[src/rtl/rca_seq_pkg.sv]
// Shared types and constants for the limb-serial multi-precision adder.
package rca_seq_pkg;

    localparam int LIMB_W = 32;

    typedef enum logic [1:0] {
        IDLE = 2'd0,
        RUN  = 2'd1,
        DONE = 2'd2
    } state_e;

    function automatic int clog2(input int n);
        int r;
        r = 0;
        while ((1 << r) < n) r++;
        return r;
    endfunction

endpackage

[src/rtl/rca32_seq_adder_rca32.sv]
// 32-bit ripple-carry adder shared by every limb of the sequencer.
module rca32
    import rca_seq_pkg::*;
(
    output logic [LIMB_W-1:0] s,
    output logic              cout,
    input  logic [LIMB_W-1:0] a,
    input  logic [LIMB_W-1:0] b,
    input  logic              cin
);

    // One extra bit on the left collects the carry out of bit 31.
    assign {cout, s} = {1'b0, a} + {1'b0, b} + {{LIMB_W{1'b0}}, cin};

endmodule

[src/rtl/rca32_seq_adder.sv]
// Multi-precision add/subtract: one 32-bit limb per clock through a shared RCA32,
// least-significant limb first, with the inter-limb carry held in a register.
module rca32_seq_adder
    import rca_seq_pkg::*;
#(
    parameter int WORDS = 4
) (
    input  logic                    clk,
    input  logic                    reset,
    input  logic                    start_valid,
    output logic                    start_ready,
    input  logic                    op_sub,
    input  logic [LIMB_W*WORDS-1:0] a,
    input  logic [LIMB_W*WORDS-1:0] b,
    input  logic                    cin,
    output logic                    done_valid,
    input  logic                    done_ready,
    output logic [LIMB_W*WORDS-1:0] sum,
    output logic                    cout,
    output logic                    ovf
);

    localparam int W     = LIMB_W * WORDS;
    localparam int IDX_W = clog2(WORDS);
    localparam logic [IDX_W-1:0] LAST_IDX = IDX_W'(WORDS - 1);

    state_e           state_q, state_d;
    logic [IDX_W-1:0] idx_q, idx_d;
    logic             carry_q, carry_d;
    logic [W-1:0]     a_q, a_d;
    logic [W-1:0]     b_q, b_d;
    logic [W-1:0]     sum_q, sum_d;
    logic             cout_q, cout_d;
    logic             ovf_q, ovf_d;

    logic [LIMB_W-1:0] rca_a, rca_b, rca_s;
    logic              rca_cout;

    // Limb mux: b_q already holds the inverted operand for subtraction.
    assign rca_a = a_q[int'(idx_q)*LIMB_W +: LIMB_W];
    assign rca_b = b_q[int'(idx_q)*LIMB_W +: LIMB_W];

    rca32 u_rca32 (
        .s    (rca_s),
        .cout (rca_cout),
        .a    (rca_a),
        .b    (rca_b),
        .cin  (carry_q)
    );

    always_comb begin
        state_d = state_q;
        idx_d   = idx_q;
        carry_d = carry_q;
        a_d     = a_q;
        b_d     = b_q;
        sum_d   = sum_q;
        cout_d  = cout_q;
        ovf_d   = ovf_q;
        unique case (state_q)
            IDLE: begin
                if (start_valid) begin
                    a_d     = a;
                    b_d     = op_sub ? ~b : b;
                    carry_d = op_sub ? 1'b1 : cin;
                    idx_d   = '0;
                    sum_d   = '0;
                    state_d = RUN;
                end
            end
            RUN: begin
                sum_d[int'(idx_q)*LIMB_W +: LIMB_W] = rca_s;
                carry_d = rca_cout;
                if (idx_q == LAST_IDX) begin
                    // Top limb: its operand sign bits decide signed overflow.
                    cout_d  = rca_cout;
                    ovf_d   = (rca_a[LIMB_W-1] == rca_b[LIMB_W-1]) &&
                              (rca_s[LIMB_W-1] != rca_a[LIMB_W-1]);
                    state_d = DONE;
                end else begin
                    idx_d = idx_q + 1'b1;
                end
            end
            DONE: begin
                if (done_ready) state_d = IDLE;
            end
            default: state_d = IDLE;
        endcase
    end

    always_ff @(posedge clk) begin
        if (reset) begin
            state_q <= IDLE;
            idx_q   <= '0;
            carry_q <= 1'b0;
            a_q     <= '0;
            b_q     <= '0;
            sum_q   <= '0;
            cout_q  <= 1'b0;
            ovf_q   <= 1'b0;
        end else begin
            state_q <= state_d;
            idx_q   <= idx_d;
            carry_q <= carry_d;
            a_q     <= a_d;
            b_q     <= b_d;
            sum_q   <= sum_d;
            cout_q  <= cout_d;
            ovf_q   <= ovf_d;
        end
    end

    assign start_ready = (state_q == IDLE);
    assign done_valid  = (state_q == DONE);
    assign sum         = sum_q;
    assign cout        = cout_q;
    assign ovf         = ovf_q;

endmodule

[config.mk]
export PLATFORM = sky130hd
export DESIGN_NAME = rca32_seq_adder
export DESIGN_NICKNAME = d
export VERILOG_FILES = /design/src/rtl/rca_seq_pkg.sv /design/src/rtl/rca32_seq_adder_rca32.sv /design/src/rtl/rca32_seq_adder.sv
export SDC_FILE = /design/constraint.sdc
export NUM_CORES = 1
export LEC_CHECK = 0
export ABC_AREA = 1
export BUFFER_PORTS_ARGS = -buffer_cell sky130_fd_sc_hd__buf_4
export CAP_MARGIN = 20
export CELL_PAD_IN_SITES_DETAIL_PLACEMENT = 1
export CELL_PAD_IN_SITES_GLOBAL_PLACEMENT = 1
export CORE_MARGIN = 5
export CORE_UTILIZATION = 42
export CTS_CLUSTER_SIZE = 28
export DETAILED_ROUTE_END_ITERATION = 12
export PLACE_DENSITY_LB_ADDON = 0.08
export REMOVE_ABC_BUFFERS = 1
export SLEW_MARGIN = 10
export SYNTH_ARGS = -nofsm -noshare
export SYNTH_HDL_FRONTEND = slang
export SYNTH_SLANG_ARGS = --single-unit
[constraint.sdc]
create_clock -name clk -period 5.2 [get_ports clk]
set_input_delay 0.26 -clock clk [delete_from_list [all_inputs] [get_ports clk]]
set_output_delay 0.26 -clock clk [all_outputs]
set_load 0.02 [all_outputs]
[After elaboration in Yosys (flattened, before gate mapping)]
Cells that the tools add are included.
Word-level totals
  bits in registers: 391
  bits in latches: 0
  memory bits (writable): 0
  memory bits (read-only): 0
  input port bits: 262
  output and inout port bits: 132
  memories: 0
Cells by class
  add/sub/neg operators: 4
  multipliers: 0
  div/mod/pow operators: 0
  order comparisons: 0
  equality and inequality tests: 9
  shift operators: 4
  mux-type cells: 14
  bitwise gates (word level): 1
  reduce and logical (&&, ||, !) cells: 8
Operators with widths (number)
  128-bit 2-to-1 mux: 2
  128-bit case mux with 2 select lines: 1
  128-bit by 8-bit indexed part select with 32-bit output: 2
  128-bit bitwise mux: 1
  128-bit NOT: 1
  32-bit by 33-bit variable shift with 128-bit output (first input constant): 1
  32-bit by 33-bit indexed part select with 128-bit output: 1
  32-bit by 32-bit adder with 33-bit output: 1
  33-bit by 1-bit adder with 33-bit output: 1
  7-bit negator with 33-bit output: 1
  2-bit 2-to-1 mux: 5
  2-bit != test (second input constant): 3
  2-bit case mux with 3 select lines: 1
  2-bit AND reduction: 3
  3-bit AND reduction: 2
  2-bit equality test (second input constant): 2
  2-bit case mux with 2 select lines: 1
  2-bit by 1-bit adder with 2-bit output (second input constant): 1
  2-bit by 1-bit equality test with 1-bit output (second input constant): 1
  2-bit zero test: 1
  1-bit 2-to-1 mux: 2
  2-bit by 1-bit != test with 1-bit output (second input constant): 1
  1-bit case mux with 2 select lines: 1
  2-bit nonzero test: 1
  other kinds (3): 3

[Depth between registers and ports, before layout]
  depth after elaboration: 6
  mapped depth: 20
  gate-level depth less buffers: 17

[By module]
A second synthesis with hierarchy kept.
Second synthesis, totals
  cells, all modules: 2707
  area, all modules: 19169.6 µm²
By module, submodules not included
  rca32_seq_adder: instances 1, cells each 2202, area each 16776.1 µm², seq. area each 7827.5 µm²
  rca32: instances 1, cells each 505, area each 2393.5 µm², seq. area each 0.0 µm²

[Worst setup path after synthesis]
OpenSTA, ideal clock, no wires.
  path kind: flip-flop to flip-flop
  start: register idx_q[0]
  end: register sum_q[112], in the netlist sum[112]
  library setup time: 71 ps
  arrival: 3133 ps
  setup slack: 1996 ps
  cell stages (with the launch flop): 20
  cell sequence: dfxtp_1 buf_2 clkinv_1 buf_2 clkbuf_1 nor2_1 o22ai_1 fa_1 fa_1 nand3_1 nand3_1 nand2_1 nand2_1 nand2_1 nand2_2 xor2_2 nand2_1 nor2_1 nand2_1 a21oi_1
On the way
  word-level cells in the longest chain between the ends: 6
RTL lines
  from (decl): RTL line rca32_seq_adder.sv:28  | logic [IDX_W-1:0] idx_q, idx_d;
  from (signal assigned): RTL line rca32_seq_adder.sv:103  | idx_q <= idx_d;
  128-bit by 8-bit indexed part select with 32-bit output (on tied branches): RTL line rca32_seq_adder.sv:40, rca32_seq_adder.sv:41
  32-bit by 32-bit adder with 33-bit output: RTL line rca32_seq_adder_rca32.sv:13  | assign {cout, s} = {1'b0, a} + {1'b0, b} + {{LIMB_W{1'b0}}, cin};
  33-bit by 1-bit adder with 33-bit output: RTL line rca32_seq_adder_rca32.sv:13
  32-bit by 33-bit indexed part select with 128-bit output: RTL line rca32_seq_adder.sv:72  | sum_d[int'(idx_q)*LIMB_W +: LIMB_W] = rca_s;
  128-bit bitwise mux *: RTL line rca32_seq_adder.sv:72
  128-bit case mux with 2 select lines *: RTL line rca32_seq_adder.sv:60  | unique case (state_q)
  to (signal assigned): RTL line rca32_seq_adder.sv:107  | sum_q <= sum_d;
  to (decl): RTL line rca32_seq_adder.sv:32  | logic [W-1:0] sum_q, sum_d;
Mark *: on every way between the ends. The rest lies on a longest branch, timed or not.
A chain may end at the register's enable or synchronous reset.

[Worst setup path after layout]
  start: register idx_q[1]
  end: register sum_q[94], in the netlist sum[94]
The elaborated chain is that of the path after synthesis.

==> run metrics <==
share of Yosys cell area claimed by the top area cell type between 40% and 50%; final setup vio count 0; Bufs on Longest Clock Path 3; Top Layer Used met4; top cells by area, synth dfxtp_1 (41%), nor2_1 (11%), nand2_1 (8.8%); Pins Over Slew Limit 0; cell count after synthesis 2657; GRT overflow 0; Post-Layout Cell Count around 3700; total global-route track usage between 30 and 40%; M1 WL ~33000 µm; WP data required 5.68 ns; Detailed Place HPWL around 50000 µm; routed wl met3 about 4700 µm; routed vias around 20000; Die X about 220 µm; Clock Latency Late Sink between 0.5 and 0.6 ns; Layout area overhead 33.8%; Leak 10.9 nW; Top-Level Pins roughly 390; clock skew 0.0148 ns; Synth cell types 35; die area between 40000 and 50000 µm²; layout cells sized above 1 16.3%; Nets about 3400; setup_tns 0 ns; minimum clock period around 3.8 ns; clock sink count around 400; worst hold-check path type in -> reg; Peak VDD IR 0.200 mV; first-pass GRT wire length roughly 120000 µm; fin worst setup slack ~1.4 ns; final hold viol count 0; Post-Route WL slightly below 80000 µm; worst hold path depth 3; remaining antenna violation count 0; Yosys top cell by area dfxtp_1; global placement routability congestion between 0.8 and 0.9; max-cap viol count 0; Reg clk slew, reported paths 0.06 ns; RSZ-0062 raised after global routing no; launch point of the worst reg-to-reg path idx_q[1]$_SDFFE_PP0P_; fin crit share between 70% and 80%; H-tree Lvls 2; R2R setup slack approximately 1.4 ns; worst rel slew slack a little under 30%; hold endpoint b_q[67]$_SDFFE_PP0P_; Worst Path Arrival between 4 and 5 ns; synthesized area between 15000 and 20000 µm²; Root Buffer clkbuf_16; largest net degree at the start of global routing about 180; Crit. End Element flip-flop; Slew @ Worst Pin ~1.1 ns; IO buf count ~390; register area share after synthesis between 40% and 50%; Rows 77; DR iter-0 viols ~1500; r2r worst-path depth 14; Synth Warn # 0; pre-CTS setup slack approximately 1.4 ns; initial antenna violation count 7; R2R Path End sum[94]$_SDFFE_PP0P_; syn avg cell area 7.13 µm²; Setup Fix Bufs, Post-CTS 0; Worst Setup Path Type reg -> reg; number of global-route vias before repair about 22000; drt pass-1 iters 5; Pwr per Cell Area roughly 350 nW/µm²; register bit count reported by yosys 391; CTS tree yes; Post-route DRC 0; Chip Height between 200 and 250 µm; wire length per cell approximately 21 µm; number of CTS-inserted buffers 44; core area ~44000 µm²; Hold Worst Slack 0.00405 ns; fmax about 0.26 GHz; WL met2 38600 µm; dpl cells approximately 3500; Min-Delay Startpoint b[67]; fillers 5535; outcome finished clean; nature of the critical path startpoint flip-flop; crit-path max FO 42; Initial Utilization a little over two fifths; Avg Vias per Cell approximately 5.5
-- stage by stage --
step | util, % | cell area [µm²] | total power (W)
after CTS | 57.0 | 25300 | 0.00884
after detailed placement | 49.8 | 22100 | 0.00578
after global placement | 49.8 | 22100 | 0.00569
after global routing | 57.1 | 25300 | 0.00932
final | 57.1 | 25300 | 0.00891
after floorplan | - | 18100 | 0.00483
-- cell usage in the layout (no fill, tap or decap), types with 2 or more instances in the layout --
cell type and count:
a22oi_1 2, diode_2 7, nor2_2 7, clkinv_2 7
inv_2 4, nand3_2 3, nor2_1 567, xor2_2 4
clkbuf_1 17, ha_1 35, nor3_4 2, fa_1 2
a21oi_1 148, o21bai_1 2, nand3_1 64, o21ai_0 263
o22ai_1 64, nand2_1 442, and2_1 2, a211oi_1 129
or2_1 2, nor3_1 7, and3_1 2, clkbuf_8 7
buf_4 413, inv_1 136, dlygate4sd3_1 189, nand2_2 7
dfxtp_1 389, xor2_1 8, clkbuf_16 45, buf_12 3
a21oi_2 2, nand4_1 31, xnor2_1 131
-- sequential cells by signal, summed over array words and instances (netlist names) --
register / flops
a_q: 128
idx_q: 2
b_q: 128
state_q: 2
cout: 1
ovf: 1
carry_q: 1
sum: 128
-- critical path, cell delays in order, from the launching register on --
cell and delay [ns]:
dfxtp_2 0.71, buf_4 0.57, o21ai_0 0.26, o22ai_1 0.37, ha_1 0.33, nand2_1 0.15, nor2_1 0.24, nand2_1 0.13
nor2_1 0.14, nand2_1 0.09, nand2_1 0.07, nand2_1 0.05, nand2_1 0.20, nand3_1 0.14, a21oi_1 0.18
-- repair_timing --
item	CTS	global route
endpoints found under the hold margin	189	0
resized for setup	0	0
hold buffers	189	0
-- logic make-up (layout without fill, tap and decap cells) --
family / Yosys count / in the layout / synth area share (%)
other: 0 / 7 / 0
AND/OR/NAND/NOR: 1139 / 1139 / 23.9
XOR/XNOR: 143 / 143 / 6.77
flip-flops: 391 / 391 / 41.3
AO/OA/AOI/OAI: 611 / 611 / 18.4
adder cells (fa/ha/maj): 37 / 37 / 2.52
buffers and inverters: 336 / 826 / 7.09
-- cells in the mapped netlist --
master    instances
xnor2_1         131
clkbuf_1        118
o21bai_1          2
and2_0            1
a22oi_1           2
xor2_1            8
nand2_2           7
buf_2            66
clkinv_1          1
a211oi_1        129
fa_1              2
nor3_1            7
and3_1            2
nand4_1          31
o21ai_0         263
nor2_1          569
inv_1           139
nand3_1          64
nand3_2           3
a21oi_1         148
o22ai_1          64
nand2_1         443
xor2_2            4
and2_1            2
a21oi_2           2
ha_1             35
nor2_2            5
nand3b_1          1
buf_1             9
or2_1             2
nor3_4            1
dfxtp_1         391
inv_2             3
a21o_1            1
nor3_2            1
-- layout make-up --
type                       count  area [µm²]  share of cell area, %
timing repair buffer         607        5080                   20.0
multi-input combinational   1930        9790                   38.6
clock buffer                  68        1270                   5.02
inverter                     143         548                   2.16
clock inverter                 8        68.8                  0.271
tap                          592         741                   2.92
antenna                        7        17.5                 0.0691
sequential                   391        7830                   30.9
-- metal layers --
layer,track usage (%),vias to the layer above
met5,0,-
met4,11.2,0
met3,4.38,185
met2,52.5,771
met1,39.4,9908
li1,-,9624
-- power by group --
group / switching [W] / total (W) / internal (W) / leakage [nW]
combinational: 0.00169 / 0.00258 / 0.000886 / 6.98
sequential: 0.000142 / 0.00335 / 0.00321 / 3.21
clock: 0.00126 / 0.00298 / 0.00173 / 0.660
total: 0.00309 / 0.00891 / 0.00582 / 10.9
-- worst max-delay path by stage --
stage	from	to	slack (ns)	cells after the start
global placement	idx_q[1]$_SDFFE_PP0P_	sum[112]$_SDFFE_PP0P_	1.52	16
floorplan	idx_q[0]$_SDFFE_PP0P_	sum[0]$_SDFFE_PP0P_	-3.68	7
global route	idx_q[1]$_SDFFE_PP0P_	sum[112]$_SDFFE_PP0P_	1.16	16
detailed placement	idx_q[1]$_SDFFE_PP0P_	sum[112]$_SDFFE_PP0P_	1.41	16
CTS	idx_q[1]$_SDFFE_PP0P_	sum[112]$_SDFFE_PP0P_	1.41	16
finish	idx_q[1]$_SDFFE_PP0P_	sum[94]$_SDFFE_PP0P_	1.42	14
No activity file was read; power rests on OpenSTA's default activity.
